===== src/rtl/pdm_pkg.sv =====
// Shared types and defaults for the PDM transmit path.
package pdm_pkg;

  typedef enum logic {
    OFF = 1'b0,
    RUN = 1'b1
  } state_t;

  localparam int DEF_CLK_DIV = 50;
  localparam int DEF_DATA_W  = 16;
  localparam int DEF_OSR     = 64;

  // Two's complement -> offset binary for a w-bit sample held in the low bits.
  function automatic logic [31:0] to_offset(input logic [31:0] s, input int unsigned w);
    return s ^ (32'd1 << (w - 1));
  endfunction

endpackage


===== src/rtl/pdm_tx_if.sv =====
// PCM sample stream (valid/ready) feeding the PDM transmitter.
interface pdm_tx_if
  import pdm_pkg::*;
#(
  parameter int DATA_W = DEF_DATA_W
);
  logic [DATA_W-1:0] s_data;
  logic              s_valid;
  logic              s_ready;

  modport master (output s_data, output s_valid, input s_ready);
  modport slave  (input s_data, input s_valid, output s_ready);
endinterface


===== src/rtl/pdm_clk_gen.sv =====
// PDM bit clock divider; bit_tick marks the clk cycle ending with an mclk rise.
module pdm_clk_gen
  import pdm_pkg::*;
#(
  parameter int CLK_DIV = DEF_CLK_DIV
) (
  input  logic clk,
  input  logic reset,
  input  logic run,
  input  logic clear,
  output logic mclk,
  output logic bit_tick
);

  localparam int CW = (CLK_DIV > 1) ? $clog2(CLK_DIV) : 1;

  logic [CW-1:0] div_cnt_reg;
  logic          mclk_reg;
  logic          div_wrap;

  assign div_wrap = (div_cnt_reg == CW'(CLK_DIV - 1));

  always_ff @(posedge clk or negedge reset) begin
    if (!reset) begin
      div_cnt_reg <= '0;
      mclk_reg    <= 1'b0;
    end else if (!run || clear) begin
      div_cnt_reg <= '0;
      mclk_reg    <= 1'b0;
    end else if (div_wrap) begin
      div_cnt_reg <= '0;
      mclk_reg    <= ~mclk_reg;
    end else begin
      div_cnt_reg <= div_cnt_reg + 1'b1;
    end
  end

  assign mclk     = mclk_reg;
  assign bit_tick = run & ~clear & div_wrap & ~mclk_reg;

endmodule


===== src/rtl/pdm_tx.sv =====
// PCM-to-PDM transmitter: one-deep sample buffer, frame counter and
// first-order sigma-delta modulator driving the amplifier pins.
module pdm_tx
  import pdm_pkg::*;
#(
  parameter int CLK_DIV = DEF_CLK_DIV,
  parameter int DATA_W  = DEF_DATA_W,
  parameter int OSR     = DEF_OSR
) (
  input  logic           clk,
  input  logic           reset,
  input  logic           enable,
  pdm_tx_if.slave        s,
  output logic           mclk,
  output logic           ampPWM,
  output logic           ampSD,
  output logic           sample_tick,
  output logic           underrun
);

  localparam int OW = (OSR > 1) ? $clog2(OSR) : 1;

  state_t            state_reg, state_next;
  logic [OW-1:0]     osr_cnt_reg;
  logic [DATA_W-1:0] acc_reg;
  logic [DATA_W-1:0] cur_reg;
  logic [DATA_W-1:0] pend_reg;
  logic              pend_full_reg;
  logic              pwm_reg;

  logic              running;
  logic              leaving;
  logic              bit_tick;
  logic              frame_edge;
  logic              frame_load;
  logic              take;
  logic [DATA_W-1:0] sample_eff;
  logic [DATA_W-1:0] u;
  logic [DATA_W:0]   sum;

  assign running = (state_reg == RUN);
  assign leaving = running & ~enable;

  pdm_clk_gen #(
    .CLK_DIV (CLK_DIV)
  ) u_clk_gen (
    .clk      (clk),
    .reset    (reset),
    .run      (running),
    .clear    (leaving),
    .mclk     (mclk),
    .bit_tick (bit_tick)
  );

  assign frame_edge = bit_tick & (osr_cnt_reg == OW'(OSR - 1));
  assign frame_load = frame_edge & pend_full_reg;
  assign s.s_ready  = running & (~pend_full_reg | frame_load);
  assign take       = s.s_valid & s.s_ready;

  // A sample loaded at a frame edge already drives that edge's modulator bit.
  assign sample_eff = frame_load ? pend_reg : cur_reg;
  assign u          = DATA_W'(to_offset(32'(sample_eff), DATA_W));
  assign sum        = {1'b0, acc_reg} + {1'b0, u};

  always_ff @(posedge clk or negedge reset) begin
    if (!reset) begin
      state_reg <= OFF;
    end else begin
      state_reg <= state_next;
    end
  end

  always_comb begin
    state_next = state_reg;
    case (state_reg)
      OFF:     if (enable)  state_next = RUN;
      RUN:     if (!enable) state_next = OFF;
      default: state_next = OFF;
    endcase
  end

  // The accumulator carry is exactly the emitted bit, so only the low
  // DATA_W bits need to be kept between ticks.
  always_ff @(posedge clk or negedge reset) begin
    if (!reset) begin
      osr_cnt_reg   <= '0;
      acc_reg       <= '0;
      cur_reg       <= '0;
      pend_reg      <= '0;
      pend_full_reg <= 1'b0;
      pwm_reg       <= 1'b0;
    end else if (!running || leaving) begin
      osr_cnt_reg   <= OW'(OSR - 1);
      acc_reg       <= '0;
      pend_full_reg <= 1'b0;
      pwm_reg       <= 1'b0;
    end else begin
      if (bit_tick) begin
        pwm_reg     <= sum[DATA_W];
        acc_reg     <= sum[DATA_W-1:0];
        osr_cnt_reg <= frame_edge ? '0 : osr_cnt_reg + 1'b1;
      end
      if (frame_load) begin
        cur_reg <= pend_reg;
      end
      if (take) begin
        pend_reg      <= s.s_data;
        pend_full_reg <= 1'b1;
      end else if (frame_load) begin
        pend_full_reg <= 1'b0;
      end
    end
  end

  assign ampPWM      = pwm_reg;
  assign ampSD       = running;
  assign sample_tick = frame_edge;
  assign underrun    = frame_edge & ~pend_full_reg;

endmodule


===== src/flat_wrapper.sv =====
// flat-port wrapper written by rule: the top's interface ports become plain ports
module pdm_tx_flat import pdm_pkg::*;
#(
  parameter int CLK_DIV = DEF_CLK_DIV,
  parameter int DATA_W  = DEF_DATA_W,
  parameter int OSR     = DEF_OSR
)
  (clk, reset, enable, mclk, ampPWM, ampSD, sample_tick, underrun, s_s_data, s_s_valid, s_s_ready);
  pdm_tx_if #(.DATA_W(DATA_W)) s_i ();
  input  logic clk;
  input  logic reset;
  input  logic enable;
  output logic mclk;
  output logic ampPWM;
  output logic ampSD;
  output logic sample_tick;
  output logic underrun;
  input wire logic [$bits(s_i.s_data)-1:0] s_s_data;
  input wire logic [$bits(s_i.s_valid)-1:0] s_s_valid;
  output wire logic [$bits(s_i.s_ready)-1:0] s_s_ready;
  assign s_i.s_data = s_s_data;
  assign s_i.s_valid = s_s_valid;
  assign s_s_ready = s_i.s_ready;
  pdm_tx #(.CLK_DIV(CLK_DIV), .DATA_W(DATA_W), .OSR(OSR)) u_core (.clk(clk), .reset(reset), .enable(enable), .s(s_i), .mclk(mclk), .ampPWM(ampPWM), .ampSD(ampSD), .sample_tick(sample_tick), .underrun(underrun));
endmodule

===== config.mk =====
export PLATFORM = sky130hd
export DESIGN_NAME = pdm_tx_flat
export DESIGN_NICKNAME = d
export VERILOG_FILES = /design/src/rtl/pdm_pkg.sv /design/src/rtl/pdm_tx_if.sv /design/src/rtl/pdm_clk_gen.sv /design/src/rtl/pdm_tx.sv /design/src/flat_wrapper.sv
export SDC_FILE = /design/constraint.sdc
export NUM_CORES = 1
export LEC_CHECK = 0
export ABC_AREA = 1
export CAP_MARGIN = 20
export CELL_PAD_IN_SITES_DETAIL_PLACEMENT = 1
export CELL_PAD_IN_SITES_GLOBAL_PLACEMENT = 1
export CORE_ASPECT_RATIO = 1.75
export CORE_MARGIN = 1.5
export CORE_UTILIZATION = 30
export CTS_BUF_LIST = sky130_fd_sc_hd__clkbuf_8 sky130_fd_sc_hd__clkbuf_16
export DETAILED_ROUTE_END_ITERATION = 8
export PLACE_DENSITY_LB_ADDON = 0.1
export SLEW_MARGIN = 20
export SYNTH_ARGS = -nofsm -noshare
export SYNTH_HDL_FRONTEND = slang
export SYNTH_SLANG_ARGS = --single-unit

===== constraint.sdc =====
create_clock -name clk -period 3.8 [get_ports clk]
set_clock_uncertainty 0.1 [all_clocks]
set_input_delay 0.76 -clock clk [delete_from_list [all_inputs] [get_ports clk]]
set_output_delay 0.76 -clock clk [all_outputs]
set_load 0.05 [all_outputs]

==> run metrics <==
result of the run=completed; most area-consuming cells after synthesis=dfrtp_1 (41%), nand2_1 (16%), inv_1 (9.4%); leakage power=2.676 nW; via count=3257; number of cells on the worst reg-to-reg path=17; H-tree depth reported by CTS=3; met2 wirelength from detailed routing=6441 µm; Pre-Repair DR Iteration Count=4; final setup violating endpoints=0; worst slew slack as a fraction of its limit=53.26%; top metal layer carrying routed signals=met4; cell types with the highest counts after synthesis=nand2_1 (164), inv_1 (98), dfrtp_1 (64); number of nets in the layout=595; CTS tree=built; Post CTS Setup Buffer Count=0; fraction of final layout cells with drive strength greater than 1=12.77%; IO Pins=26; commonest register cell after synthesis=dfrtp_1; final cell count without fillers=727; global route overflow=0; Avg Cell Area, Syn=7.641 µm²; initial detailed-routing violation count=84; routed wire length per instance=14.50 µm; library cell used as clock root buffer=clkbuf_16; most frequent cell after synthesis=nand2_1; utilization after layout=36.99%; # rows=55; initial antenna violation count=0; worst-margin pin slew=0.6938 ns; DRT Wirelength=10550 µm; slack of the critical path=0.3626 ns; number of buffers created by CTS=9; ratio of final minimum period to clock period=90.46%; wire length of the first global-routing pass=18130 µm; number of port buffers=25; synthesis-to-finish area growth=21.18%; count of different cell masters after synthesis=33; clock latency reported for the late side of the worst-skew pair=0.34 ns; vias in the first global route=3594; RSZ-0062 raised after global routing=no; maximum buffer depth of the clock tree=2; Via-to-Cell Ratio=4.480; PostCTS Resize Cnt=0; most area-hungry cell type in the Yosys netlist=dfrtp_1; final weighted congestion of routability-driven global placement=0.7870; vertical die dimension=154.4 µm; overall power after layout=2.549 mW; Core Area=12870 µm²; number of nets in the synthesized netlist=558; CP Capture Type=flop; wire length on met3=186 µm; dpl hpwl=8260 µm; endpoint arrival time on the critical path=3.56 ns; maximum number of pins on one net before global-route repair=38; maximum vdd drop=0.2485 mV; dpl cells=711; Clock Sink Count=64; horizontal die dimension=89.49 µm; post-route antenna net violation count=0; cell count after synthesis=514; power density relative to cell area=535.6 nW/µm²; synth warn=0; fraction of synthesis flops using an asynchronous set or reset pin=100.0%; cell area after placement=4405 µm²; Final Max Slew Viols=0; All-Layer GR Usage=17.70%; Critical Path Fanout Max=7; critical path startpoint category=input port; portion of the post-synthesis area used by sequential elements=40.78%; fraction of post-synthesis cell area in the top cell type by area=40.78%; post-detailed-route DRC marker count=0; Worst Hold Class=in -> async; Max Cap Viol=0; timing-limited maximum frequency=0.2909 GHz; post-synthesis instance area=3928 µm²; hold bufs inserted after CTS=0; total non-filler cell area in the finished layout=4760 µm²; setup slack after placement=-0.07595 ns; final count of hold timing violations=0; Period minus WS final=3.437 ns; post-route met1 wirelength=3704 µm; ANT cells=0; path type of the worst setup path=in -> reg; clock transition at the registers of the reported paths=0.06 ns; initial core utilization=30.52%; die area=13810 µm²; count of flip-flops with a built-in enable after synthesis=0; required time worst endpoint=3.92 ns; flip-flop and latch count after synthesis=64
## layout by cell type, fill, tap and decap left out
master / n
nand3b_1: 3
dfrtp_1: 64
nand3_4: 1
clkinvlp_4: 1
xor2_1: 2
o21a_1: 1
nor2_1: 23
buf_4: 9
nand3_1: 41
nor2_8: 1
fa_1: 1
nor3b_1: 1
a21boi_0: 1
nor2_2: 2
o21ai_0: 15
o21ai_2: 15
nand4_2: 1
nand2_2: 11
ha_1: 23
inv_6: 1
clkdlybuf4s50_1: 21
nand2_1: 164
nor2_4: 2
nor3_1: 5
buf_12: 4
nand2_4: 4
bufinv_16: 3
inv_2: 2
a21oi_1: 18
xnor2_1: 3
inv_8: 1
o22ai_1: 1
clkbuf_8: 1
inv_1: 98
nand3_2: 1
buf_2: 1
clkbuf_16: 9
clkinv_4: 1
## critical path: stages
cell             delay (ns)
clkdlybuf4s50_1        0.49
nand2_2                0.17
inv_8                  0.11
nand2_4                0.09
nand3_4                0.10
nor2_8                 0.05
o21ai_0                0.56
inv_1                  0.11
ha_1                   0.33
nand2_1                0.05
nor2_1                 0.11
nand2_1                0.06
nand3_1                0.17
nand2_1                0.14
nand2_1                0.08
nand2_1                0.05
nand3_1                0.06
nand2_1                0.06
## final timing paths
path	startpoint	endpoint	slack (ns)
max	enable	u_core.acc_reg[9]	0.36
min	reset	u_core.pend_reg[15]	0.13
max reg2reg	u_core.u_clk_gen.div_cnt_reg[0]	u_core.acc_reg[9]	0.77
min reg2reg	u_core.pend_reg[11]	u_core.pend_reg[11]	0.37
max in group asynchronous	reset	u_core.cur_reg[14]	2.75
min in group clk	u_core.pend_reg[11]	u_core.pend_reg[11]	0.37
## kinds of logic (layout without fill, tap and decap cells)
| family | after synthesis | in the layout | share of synthesized area, % |
|---|---|---|---|
| compound gates | 51 | 51 | 8.092 |
| xor+xnor | 5 | 5 | 1.115 |
| fa+ha+maj | 24 | 24 | 7.837 |
| buf+inv | 110 | 152 | 12.36 |
| flops | 64 | 64 | 40.78 |
| simple gates | 260 | 260 | 29.82 |
## area by class of cell
type | count | area, µm²
fill | 1582 | 8109
multi-input combinational | 340 | 1841
sequential | 64 | 1602
inverter | 101 | 386.6
timing repair buffer | 35 | 362.8
clock buffer | 10 | 239.0
tap | 171 | 214.0
clock inverter | 6 | 115.1
## stage by stage
| stage | setup TNS, ns | hold slack, ns |
|---|---|---|
| CTS | 0 | 0.1219 |
| floorplan | 0 | 0.3419 |
| global route | 0 | 0.1296 |
| finish | 0 | 0.1309 |
| detailed placement | -0.1655 | 0.3612 |
| global placement | 0 | 0.3603 |
## where the power goes
group | leakage (nW) | switching, mW | internal, mW | total, mW
combinational | 1.70 | 0.428 | 0.253 | 0.680
sequential | 0.811 | 0.0695 | 0.799 | 0.869
clock | 0.169 | 0.338 | 0.662 | 1.00
total | 2.68 | 0.835 | 1.71 | 2.55
## per-layer routing
| layer | vias up | GRT usage, % |
|---|---|---|
| met5 | - | 0 |
| met4 | 0 | 6.520 |
| met3 | 15 | 2.401 |
| met2 | 26 | 34.98 |
| met1 | 1566 | 17.76 |
| li1 | 1650 | - |
(Power assumes the default switching activity.)
